File: src/rtl/sketch_painter.sv
// Sketch painter: clears a VRAM on reset/request and paints 4x4 brush blocks
// at touch positions. One VRAM write per enabled clock, registered outputs.
//
// Write port semantics: vram_wr_addr/vram_wr_data are valid whenever
// vram_wr_ena=1; the VRAM has no backpressure, so every strobed cycle is one
// completed write. touch is a level input sampled on enabled clock edges.

package sketch_painter_pkg;
  typedef logic [15:0] ILI9341_color_t;

  typedef struct packed {
    logic       valid;
    logic [8:0] x;
    logic [8:0] y;
  } touch_t;
endpackage

module sketch_painter
  import sketch_painter_pkg::*;
#(
  parameter int             DISPLAY_WIDTH  = 240,
  parameter int             DISPLAY_HEIGHT = 320,
  parameter int             VRAM_L         = DISPLAY_WIDTH * DISPLAY_HEIGHT,
  parameter ILI9341_color_t CLEAR_COLOR    = 16'h0000
) (
  input  logic                        clk,
  input  logic                        rst,
  input  logic                        ena,
  input  touch_t                      touch,
  input  logic                        clear,
  input  ILI9341_color_t              brush_color,
  output logic                        vram_wr_ena,
  output logic [$clog2(VRAM_L)-1:0]   vram_wr_addr,
  output ILI9341_color_t              vram_wr_data,
  output logic                        busy
);

  localparam int             AW     = $clog2(VRAM_L);
  localparam logic [AW-1:0]  W_A    = AW'(DISPLAY_WIDTH);
  localparam logic [AW-1:0]  LAST_A = AW'(VRAM_L - 1);
  localparam logic [9:0]     W_L    = 10'(DISPLAY_WIDTH);
  localparam logic [9:0]     H_L    = 10'(DISPLAY_HEIGHT);

  typedef enum logic [1:0] {
    S_CLEAR = 2'd0,
    S_IDLE  = 2'd1,
    S_PAINT = 2'd2
  } state_t;

  state_t          r_state;
  logic [AW-1:0]   r_sweep;
  logic [1:0]      r_dx;
  logic [1:0]      r_dy;
  logic [8:0]      r_ox;
  logic [8:0]      r_oy;
  ILI9341_color_t  r_color;
  logic            r_pend_clr;
  logic            r_last_vld;
  logic [6:0]      r_last_bx;
  logic [6:0]      r_last_by;
  logic            r_prev_valid;
  logic            r_wr_ena;
  logic [AW-1:0]   r_wr_addr;
  ILI9341_color_t  r_wr_data;

  logic            w_in_range;
  logic            w_same_blk;
  logic            w_rise;
  logic            w_start;
  logic [8:0]      w_bx;
  logic [8:0]      w_by;
  logic            w_brush_last;

  // Linear VRAM address of pixel (ox+dx, oy+dy), row-major
  function automatic logic [AW-1:0] pix_addr(input logic [8:0] ox,
                                             input logic [8:0] oy,
                                             input logic [1:0] dx,
                                             input logic [1:0] dy);
    logic [AW-1:0] row;
    logic [AW-1:0] col;
    row = AW'(oy) + AW'(dy);
    col = AW'(ox) + AW'(dx);
    return row * W_A + col;
  endfunction

  // Brush start decision: in-range touch on a new block, or a fresh press
  assign w_in_range   = ({1'b0, touch.x} < W_L) && ({1'b0, touch.y} < H_L);
  assign w_same_blk   = r_last_vld && (touch.x[8:2] == r_last_bx) &&
                        (touch.y[8:2] == r_last_by);
  assign w_rise       = touch.valid && !r_prev_valid;
  assign w_start      = touch.valid && w_in_range && (w_rise || !w_same_blk);
  assign w_bx         = {touch.x[8:2], 2'b00};
  assign w_by         = {touch.y[8:2], 2'b00};
  assign w_brush_last = (r_dx == 2'd3) && (r_dy == 2'd3);

  // Main FSM: clear sweep, idle touch sampling, 4x4 brush painting
  always_ff @(posedge clk or posedge rst) begin
    if (rst) begin
      r_state      <= S_CLEAR;
      r_sweep      <= '0;
      r_dx         <= 2'd0;
      r_dy         <= 2'd0;
      r_ox         <= '0;
      r_oy         <= '0;
      r_color      <= '0;
      r_pend_clr   <= 1'b0;
      r_last_vld   <= 1'b0;
      r_last_bx    <= '0;
      r_last_by    <= '0;
      r_prev_valid <= 1'b0;
      r_wr_ena     <= 1'b0;
      r_wr_addr    <= '0;
      r_wr_data    <= '0;
    end else if (ena) begin
      r_prev_valid <= touch.valid;
      r_wr_ena     <= 1'b0;
      case (r_state)
        S_CLEAR: begin
          // Clear requests here are ignored; the sweep stops at the last word
          r_wr_ena  <= 1'b1;
          r_wr_addr <= r_sweep;
          r_wr_data <= CLEAR_COLOR;
          if (r_sweep == LAST_A) begin
            r_state <= S_IDLE;
          end else begin
            r_sweep <= r_sweep + 1'b1;
          end
        end
        S_IDLE: begin
          if (clear) begin
            r_state    <= S_CLEAR;
            r_sweep    <= '0;
            r_last_vld <= 1'b0;
          end else if (w_start) begin
            // First brush pixel goes out on the same edge that accepts the touch
            r_state   <= S_PAINT;
            r_ox      <= w_bx;
            r_oy      <= w_by;
            r_color   <= brush_color;
            r_wr_ena  <= 1'b1;
            r_wr_addr <= pix_addr(w_bx, w_by, 2'd0, 2'd0);
            r_wr_data <= brush_color;
            r_dx      <= 2'd1;
            r_dy      <= 2'd0;
          end
        end
        S_PAINT: begin
          r_wr_ena  <= 1'b1;
          r_wr_addr <= pix_addr(r_ox, r_oy, r_dx, r_dy);
          r_wr_data <= r_color;
          r_dx      <= r_dx + 2'd1;
          if (r_dx == 2'd3) begin
            r_dy <= r_dy + 2'd1;
          end
          if (w_brush_last) begin
            r_pend_clr <= 1'b0;
            if (r_pend_clr || clear) begin
              r_state    <= S_CLEAR;
              r_sweep    <= '0;
              r_last_vld <= 1'b0;
            end else begin
              r_state    <= S_IDLE;
              r_last_vld <= 1'b1;
              r_last_bx  <= r_ox[8:2];
              r_last_by  <= r_oy[8:2];
            end
          end else begin
            r_pend_clr <= r_pend_clr | clear;
          end
        end
        default: begin
          r_state <= S_IDLE;
        end
      endcase
    end else begin
      r_wr_ena <= 1'b0;
    end
  end

  assign vram_wr_ena  = r_wr_ena;
  assign vram_wr_addr = r_wr_addr;
  assign vram_wr_data = r_wr_data;
  assign busy         = (r_state != S_IDLE);

endmodule

File: config.mk
export PLATFORM = sky130hd
export DESIGN_NAME = sketch_painter
export DESIGN_NICKNAME = d
export VERILOG_FILES = /design/src/rtl/sketch_painter.sv
export SDC_FILE = /design/constraint.sdc
export NUM_CORES = 1
export LEC_CHECK = 0
export ABC_AREA = 1
export CORE_MARGIN = 10
export CORE_UTILIZATION = 63
export DETAILED_ROUTE_END_ITERATION = 10
export GPL_TIMING_DRIVEN = 0
export PLACE_DENSITY = 0.87
export SKIP_LAST_GASP = 1
export SYNTH_ARGS = -nofsm -noshare
export SYNTH_HDL_FRONTEND = slang
export SYNTH_SLANG_ARGS = --single-unit
export TNS_END_PERCENT = 1
File: constraint.sdc
create_clock -name clk -period 8.6 [get_ports clk]
set_clock_uncertainty 0.05 [all_clocks]
set_input_delay 2.58 -clock clk [delete_from_list [all_inputs] [get_ports clk]]
set_output_delay 2.58 -clock clk [all_outputs]
set_load 0.05 [all_outputs]
==> results of run 1 <==
cells in the final DEF (no fill, tap or decap), types with 4 or more instances in the layout:
cell,count
nand2_1,285
inv_1,137
dfrtp_1,104
o21ai_0,72
clkdlybuf4s50_1,69
nand3_1,63
nor2_1,51
ha_1,45
a21oi_1,31
fa_1,28
o21ai_1,25
nand4_1,14
xor2_1,12
clkbuf_1,10
inv_2,9
clkbuf_16,9
buf_6,8
buf_2,7
o31ai_1,7
nor3_1,6
o22ai_1,5
nor4_2,5
mux2_2,5
xnor2_1,4
nand3b_1,4
nand2_2,4
o21bai_1,4
kinds of logic after synthesis:
| kind of cell | count (synthesis) | share of synthesized area (%) |
|---|---|---|
| AO/OA/AOI/OAI | 160 | 11.9 |
| XOR/XNOR | 17 | 2.09 |
| adder cells (fa/ha/maj) | 73 | 15.0 |
| buffers and inverters | 176 | 9.82 |
| flip-flops | 104 | 34.8 |
| multiplexers | 5 | 0.753 |
| AND/OR/NAND/NOR | 446 | 25.6 |
area by class of cell:
| cell class | count | area, um^2 | area share, % |
|---|---|---|---|
| multi-input cells | 701 | 4140 | 47.6 |
| flip-flops and latches | 104 | 2600 | 29.9 |
| repair buffers | 70 | 718 | 8.26 |
| inverters | 148 | 558 | 6.42 |
| clock buffers | 10 | 239 | 2.75 |
| plain buffers | 28 | 179 | 2.06 |
| well taps | 143 | 179 | 2.06 |
| clock inverters | 6 | 75.1 | 0.864 |
state kept, by name, summed over array words and instances (netlist names):
signal,cells
r_color,16
r_dx,2
r_dy,2
r_last_bx,7
r_last_by,7
r_last_vld,1
r_ox,7
r_oy,7
r_pend_clr,1
r_prev_valid,1
r_state,2
r_sweep,17
vram_wr_addr,17
vram_wr_data,16
vram_wr_ena,1
report_power, final:
part,internal (W),switching (W)
registers,0.000517,0.0000265
clock network,0.000238,0.000199
logic,0.000128,0.000233
layer usage:
metal	vias to the layer above	wire, um	global-route usage [%]
met4	0	642	8.90
li1	3319	-	-
met1	3231	8350	32.0
met3	55	1480	3.66
met5	-	0	0
met2	334	9310	39.8
synthesized netlist by cell type (3+ instances only):
library cell / n / share of area (%)
nor4_1: 3 / 0.25
xnor2_1: 4 / 0.47
nor2_2: 3 / 0.25
buf_6: 8 / 1.2
o21ai_0: 72 / 4.8
nand3b_1: 4 / 0.40
o22ai_1: 5 / 0.42
xor2_1: 12 / 1.4
nand4_1: 14 / 1.2
clkbuf_1: 10 / 0.50
inv_2: 9 / 0.45
o21bai_1: 4 / 0.40
inv_1: 138 / 6.9
ha_1: 45 / 7.5
nand3_1: 63 / 4.2
o21ai_1: 25 / 1.7
nand2_2: 4 / 0.33
nor3_1: 6 / 0.40
fa_1: 28 / 7.5
dfrtp_1: 104 / 35
a21oi_2: 3 / 0.35
nand2_1: 285 / 14
mux2_2: 5 / 0.75
o31ai_1: 7 / 0.70
buf_2: 7 / 0.47
o21a_1: 3 / 0.30
a21oi_1: 31 / 2.1
nor2_1: 51 / 2.6
nor4_2: 5 / 0.84
path summary, 6_finish.rpt:
kind,cells after the start,slack [ps],endpoint
setup / recovery,18,2530,vram_wr_addr[16]$_DFFE_PP0P_
hold / removal,2,430,vram_wr_addr[15]$_DFFE_PP0P_
setup reg to reg,20,4630,vram_wr_addr[13]$_DFFE_PP0P_
hold reg to reg,2,430,vram_wr_addr[15]$_DFFE_PP0P_
max in group asynchronous,3,5260,r_oy[3]$_DFFE_PP0P_
min in group asynchronous,2,2540,r_sweep[9]$_DFFE_PP0P_
through the flow:
step	cells	setup slack, ps	cell area [um^2]	power, W
2_1_floorplan	981	3240	7480	0.000791
3_3_place_gp	1193	1710	8350	0.000890
3_5_place_dp	1194	2260	8380	0.000902
4_1_cts	1210	2580	8690	0.00133
5_1_grt	1210	2280	8690	0.00140
6_report	1210	2530	8690	0.00134
worst register-to-register path, cell delays in order, from the launching register on:
cell and delay (ps):
dfrtp_1 460, fa_1 590, inv_1 60, fa_1 480, inv_1 60, fa_1 400
xor2_1 170, ha_1 370, nand2_1 90, inv_1 70, nand4_1 70, nand3_1 130
nand3_1 100, nor2_1 120, inv_2 60, nor2_2 120, nor2_1 50, nand2_1 130
nand3_1 150, nand3_2 100, nand2_1 50
==> impl_results.md, run 1 <==
- Vias in the first global route: 6603
- VDD IR-drop max: between 100 and 150 uV
- Mapped Area: about 7500 um^2
- IO Port Bufs: 69
- Die width: roughly 130 um
- Worst Tran Pin Value: ~620 ps
- Critical path required time: approximately 8800 ps
- Dominant synthesized flop cell: dfrtp_1
- Status: complete, no violations
- Distinct cells, synth: between 40 and 50
- CTS resizes: 0
- Placeable Area: 11500 um^2
- Min-Delay Startpoint: vram_wr_addr[15]$_DFFE_PP0P_
- Crit-path leading delay family: adder cells
- CP max-delay cell: clkdlybuf4s50_1
- WP buf/inv: 4
- Starting DRT DRC Count: just under 700
- Util after Layout: around 75%
- Via density: 5.73
- Starting Density: 64.9%
- Initial antenna violation count: 0
- Post-route minimum period: 6070 ps
- Share of cells above drive strength 1: between 6 and 7%
- Worst path arrival time: 6260 ps
- Clock Sink Count: 104
- CP Class: in2reg
- Number of enable flip-flop cells after synthesis: 0
- Final Hold Fails: 0
- Clock root buffer: clkbuf_16
- DR WL/cell: approximately 16 um
- Min Hold Slack: ~430 ps
- CP startpoint: touch[6]
- Setup violations, final: 0
- CTS Buf Count: 9
- Leakage power: around 4.3 nW
- Synth Instances: 981
- Worst-path clk slew: about 70 ps
- Nets@finish: approximately 1200
- First-pass GRT wire length: about 33000 um
- Worst-skew pair later-pin latency: about 350 ps
- Worst path cell trace: clkdlybuf4s50_1, inv_1, fa_1, fa_1, inv_1, ha_1, nand2_1, inv_1, nand4_1, nand3b_1, xnor2_1, nor2_1, nand2_1, nand2_1, nand3_1, nand3_1, nand2_1, nand2_1
- IO Pins: 74
- Maxcap violations: 0
- Worst Hold Class: reg2reg
- Grt ovf: 0
- FMAX: between 0.15 and 0.2 GHz
- Crit share post-route: 70.5%
- Async SR Flop Fraction: between 90% and 100%
- Largest stage delay, worst path: ~640 ps
- Register area share after synthesis: 34.8%
- RSZ-0062 raised after global routing: no
- Most used cell, CP: nand2_1
- Synthesized flop and latch total: 104
- Peak fanout along the critical path: 6
- # diodes: 0
- CTS tree: built
- Setup TNS: 0 ps
- CTS hold repair buffers: 0
- Pins Over Slew Limit: 0
- WL final: 19800 um
- CP startpoint kind: primary input
- Drt pass-1 iters: 6
- Pin count of the biggest net entering global routing: between 70 and 80
- Crit Reg-Reg Startpoint: r_dy[0]$_DFFE_PP0P_
- Critical Path Sink Type: flip-flop
- Placer's final routability congestion estimate: ~0.94
- YS warnings: 0
- Row cnt: 39
- Clock Path Buffers: 2
- DIE AREA: 16600 um^2
- Power per Cell Area: approximately 150 nW/um^2
- GRT Overall Usage: 24.3%
- Post-CTS Setup Bufs: 0
- H-Tree Depth: 3
- Syn Nets: around 1100
- HPWL after DPL: 15400 um
- Via count: 6939
- Avg Inst Size Synth: between 7 and 8 um^2
- Layout area overhead: 16.2%
- DRC Markers: 0
- Number of fill cells in the layout: 855
- Antenna-violating nets left: 0
- Max-slew headroom: about three fifths
- Die H: roughly 130 um
(Power assumes the default switching activity.)
==> inputs of run 2 (changes only) <==
--- a/config.mk
+++ b/config.mk
@@ -7,10 +7,10 @@
 export LEC_CHECK = 0
 export ABC_AREA = 1
 export CORE_MARGIN = 10
-export CORE_UTILIZATION = 63
+export CORE_UTILIZATION = 58
 export DETAILED_ROUTE_END_ITERATION = 10
 export GPL_TIMING_DRIVEN = 0
-export PLACE_DENSITY = 0.87
+export PLACE_DENSITY = 0.81
 export SKIP_LAST_GASP = 1
 export SYNTH_ARGS = -nofsm -noshare
 export SYNTH_HDL_FRONTEND = slang
==> constraint.sdc (replaced) <==
create_clock -name clk -period 5.6 [get_ports clk]
set_clock_uncertainty 0.05 [all_clocks]
set_input_delay 1.68 -clock clk [delete_from_list [all_inputs] [get_ports clk]]
set_output_delay 1.68 -clock clk [all_outputs]
set_load 0.05 [all_outputs]
==> run 2 against run 1 <==
  * Clock power up 49%
  * Critical path type unchanged
  * Die area up 7.3%
  * Worst setup slack got worse by 2100 ps
  * Clock-buffer cell count grew 4
  * Register-to-register slack got worse by 3000 ps
  * Power grew 51%
  * Utilization is 6.4 points lower
  * Global-route usage decreased by 1.9 points
  * Flip-flop and latch count is the same
  * Worst hold slack worse by 2.3 ps
  * Cell area is 0.27% higher
  * Largest power group unchanged
  * Largest cell class unchanged
  * Via count shrank 3.1%
==> impl_results.md, run 2 (synthesized netlist as in run 1, its figures left out) <==
- Status: complete, no violations
- CP startpoint kind: primary input
- H-Tree Depth: 3 (unchanged)
- Pins Over Slew Limit: 0 (unchanged)
- Vias in the first global route: 6570 (-0.50%)
- RSZ-0062 raised after global routing: no
- Commonest non-fill, non-tap cells in the layout: nand2_1 (285), inv_1 (137), dfrtp_1 (104), o21ai_0 (72), clkdlybuf4s50_1 (69)
- Die width: 134 um (+3.6%)
- Layout area overhead: 16.5%
- Setup violations, final: 0 (unchanged)
- CTS tree: built
- CP startpoint: touch[5]
- Worst Hold Class: reg2reg
- Initial antenna violation count: 0 (unchanged)
- Via density: 5.43 (-5.4%)
- Pin count of the biggest net entering global routing: 69 (-5.5%)
- Maxcap violations: 0 (unchanged)
- IO Port Bufs: 69 (unchanged)
- Placer's final routability congestion estimate: 0.973 (+3.1%)
- Critical Path Sink Type: flip-flop
- Worst hold path depth: 2 (unchanged)
- Post-CTS Setup Bufs: 0 (unchanged)
- Util after Layout: 69.1% (-6.4 points)
- Max-slew headroom: 60.6% (+1.7 points)
- Die H: 134 um (+3.6%)
- Via count: 6722 (-3.1%)
- Row cnt: 41 (+5.1%)
- DR WL/cell: 15.7 um (-3.9%)
- Most common cell after layout, fill and taps aside: nand2_1
- HPWL after DPL: 15300 um (-0.53%)
- VDD IR-drop max: 156 uV (+31%)
- Min-Delay Startpoint: vram_wr_data[3]$_DFFE_PP0P_
- Crit Reg-Reg Startpoint: r_oy[3]$_DFFE_PP0P_
- Grt ovf: 0 (unchanged)
- Setup ws final: 443 ps (-2090 ps)
- CTS Buf Count: 9 (unchanged)
- DIE AREA: 17800 um^2 (+7.3%)
- Critical path required time: 5790 ps (-3000 ps)
- First-pass GRT wire length: 33000 um (+0.27%)
- Leakage power: 4.32 nW (-0.19%)
- R2r worst-path depth: 20 (unchanged)
- WL final: 19500 um (-1.6%)
- DRC Markers: 0 (unchanged)
- CTS resizes: 0 (unchanged)
- Worst Tran Pin Value: 591 ps (-26.1 ps)
- Placeable Area: 12600 um^2 (+9.6%)
- # diodes: 0 (unchanged)
- CP Class: in2reg
- Worst-path clk slew: 70 ps (about the same)
- Starting Density: 59.3% (-5.7 points)
- FMAX: a little under 0.2 GHz
- Power per Cell Area: 232 nW/um^2 (+51%)
- Clock Path Buffers: 2 (unchanged)
- Drt pass-1 iters: 5 (-1)
- Pre-CTS setup slack: 111 ps (-2150 ps)
- Starting DRT DRC Count: 729 (+6.9%)
- Clock Sink Count: 104 (unchanged)
- Nets@finish: 1174 (unchanged)
- Antenna-violating nets left: 0 (unchanged)
- Worst path arrival time: 5350 ps (-910 ps)
- Peak fanout along the critical path: 6 (unchanged)
- Crit share post-route: between 90 and 100%
- GRT Overall Usage: 22.4% (-1.9 points)
- Number of fill cells in the layout: 1086 (+27%)
- CTS hold repair buffers: 0 (unchanged)
- Post-route minimum period: slightly above 5000 ps
- IO Pins: 74 (unchanged)
- Clock root buffer: clkbuf_16
- Final Hold Fails: 0 (unchanged)
- Share of cells above drive strength 1: 6.65% (-0.28 points)
- Setup TNS: 0 ps (unchanged)
- Worst-skew pair later-pin latency: 340 ps (about the same)
## run 2: changes by cell type in the layout (fill, tap and decap cells not counted)
cell / before / now
clkbuf_8: 1 / 2
inv_6: 1 / 0
inv_8: 1 / 0
clkinv_4: 2 / 0
clkbuf_1: 10 / 13
## run 2: path summary, 6_finish.rpt
check	endpoint	slack [ps]
worst max-delay path	vram_wr_addr[16]$_DFFE_PP0P_	440
worst min-delay path	vram_wr_data[3]$_DFFE_PP0P_	430
worst max register to register	vram_wr_addr[15]$_DFFE_PP0P_	1680
worst min register to register	vram_wr_data[3]$_DFFE_PP0P_	430
max in group asynchronous	r_last_bx[2]$_DFFE_PP0P_	3140
min in group asynchronous	r_sweep[14]$_DFFE_PP0P_	1670
## run 2: critical path: stages
cell	delay [ps]
clkdlybuf4s50_1	680
inv_1	180
fa_1	510
fa_1	520
inv_1	40
ha_1	360
nand2_1	100
inv_1	60
nand4_1	80
nand3b_1	100
xnor2_1	370
nor2_1	150
nand2_1	90
nand2_1	50
nand3_1	90
nand3_1	130
nand2_1	90
nand2_1	50
## run 2: per-stage QoR
stage          instance area (um^2)  power, W  hold slack (ps)  std cells
6_report                       8720   0.00202              428       1239
5_1_grt                        8720   0.00213              450       1239
4_1_cts                        8720   0.00202              432       1239
3_5_place_dp                   8410   0.00138              414       1223
3_3_place_gp                   8380   0.00137              414       1222
2_1_floorplan                  7480   0.00122              398        981
## run 2: layout make-up
| cell class | count | area [um^2] | area share [%] |
|---|---|---|---|
| Multi-Input combinational cell | 701 | 4140 | 47.5 |
| Timing Repair Buffer | 70 | 718 | 8.24 |
| Buffer | 28 | 179 | 2.05 |
| Clock buffer | 14 | 264 | 3.03 |
| Inverter | 148 | 558 | 6.40 |
| Tap cell | 172 | 215 | 2.47 |
| Clock inverter | 2 | 37.5 | 0.431 |
| Sequential cell | 104 | 2600 | 29.9 |
## run 2: layer usage
metal  track usage (%)  vias to the layer above  routed length, um
li1                  -                     3311                  -
met4              6.05                        0                361
met1              30.7                     3147               8790
met2              35.9                      233               9120
met5                 0                        -                  0
met3              3.50                       31               1180
## run 2: report_power, final
group,switching [W],leakage (nW),internal [W]
combinational,0.000346,2.78,0.000196
sequential,0.0000393,1.40,0.000794
clock,0.000277,0.143,0.000372
total,0.000662,4.32,0.00136
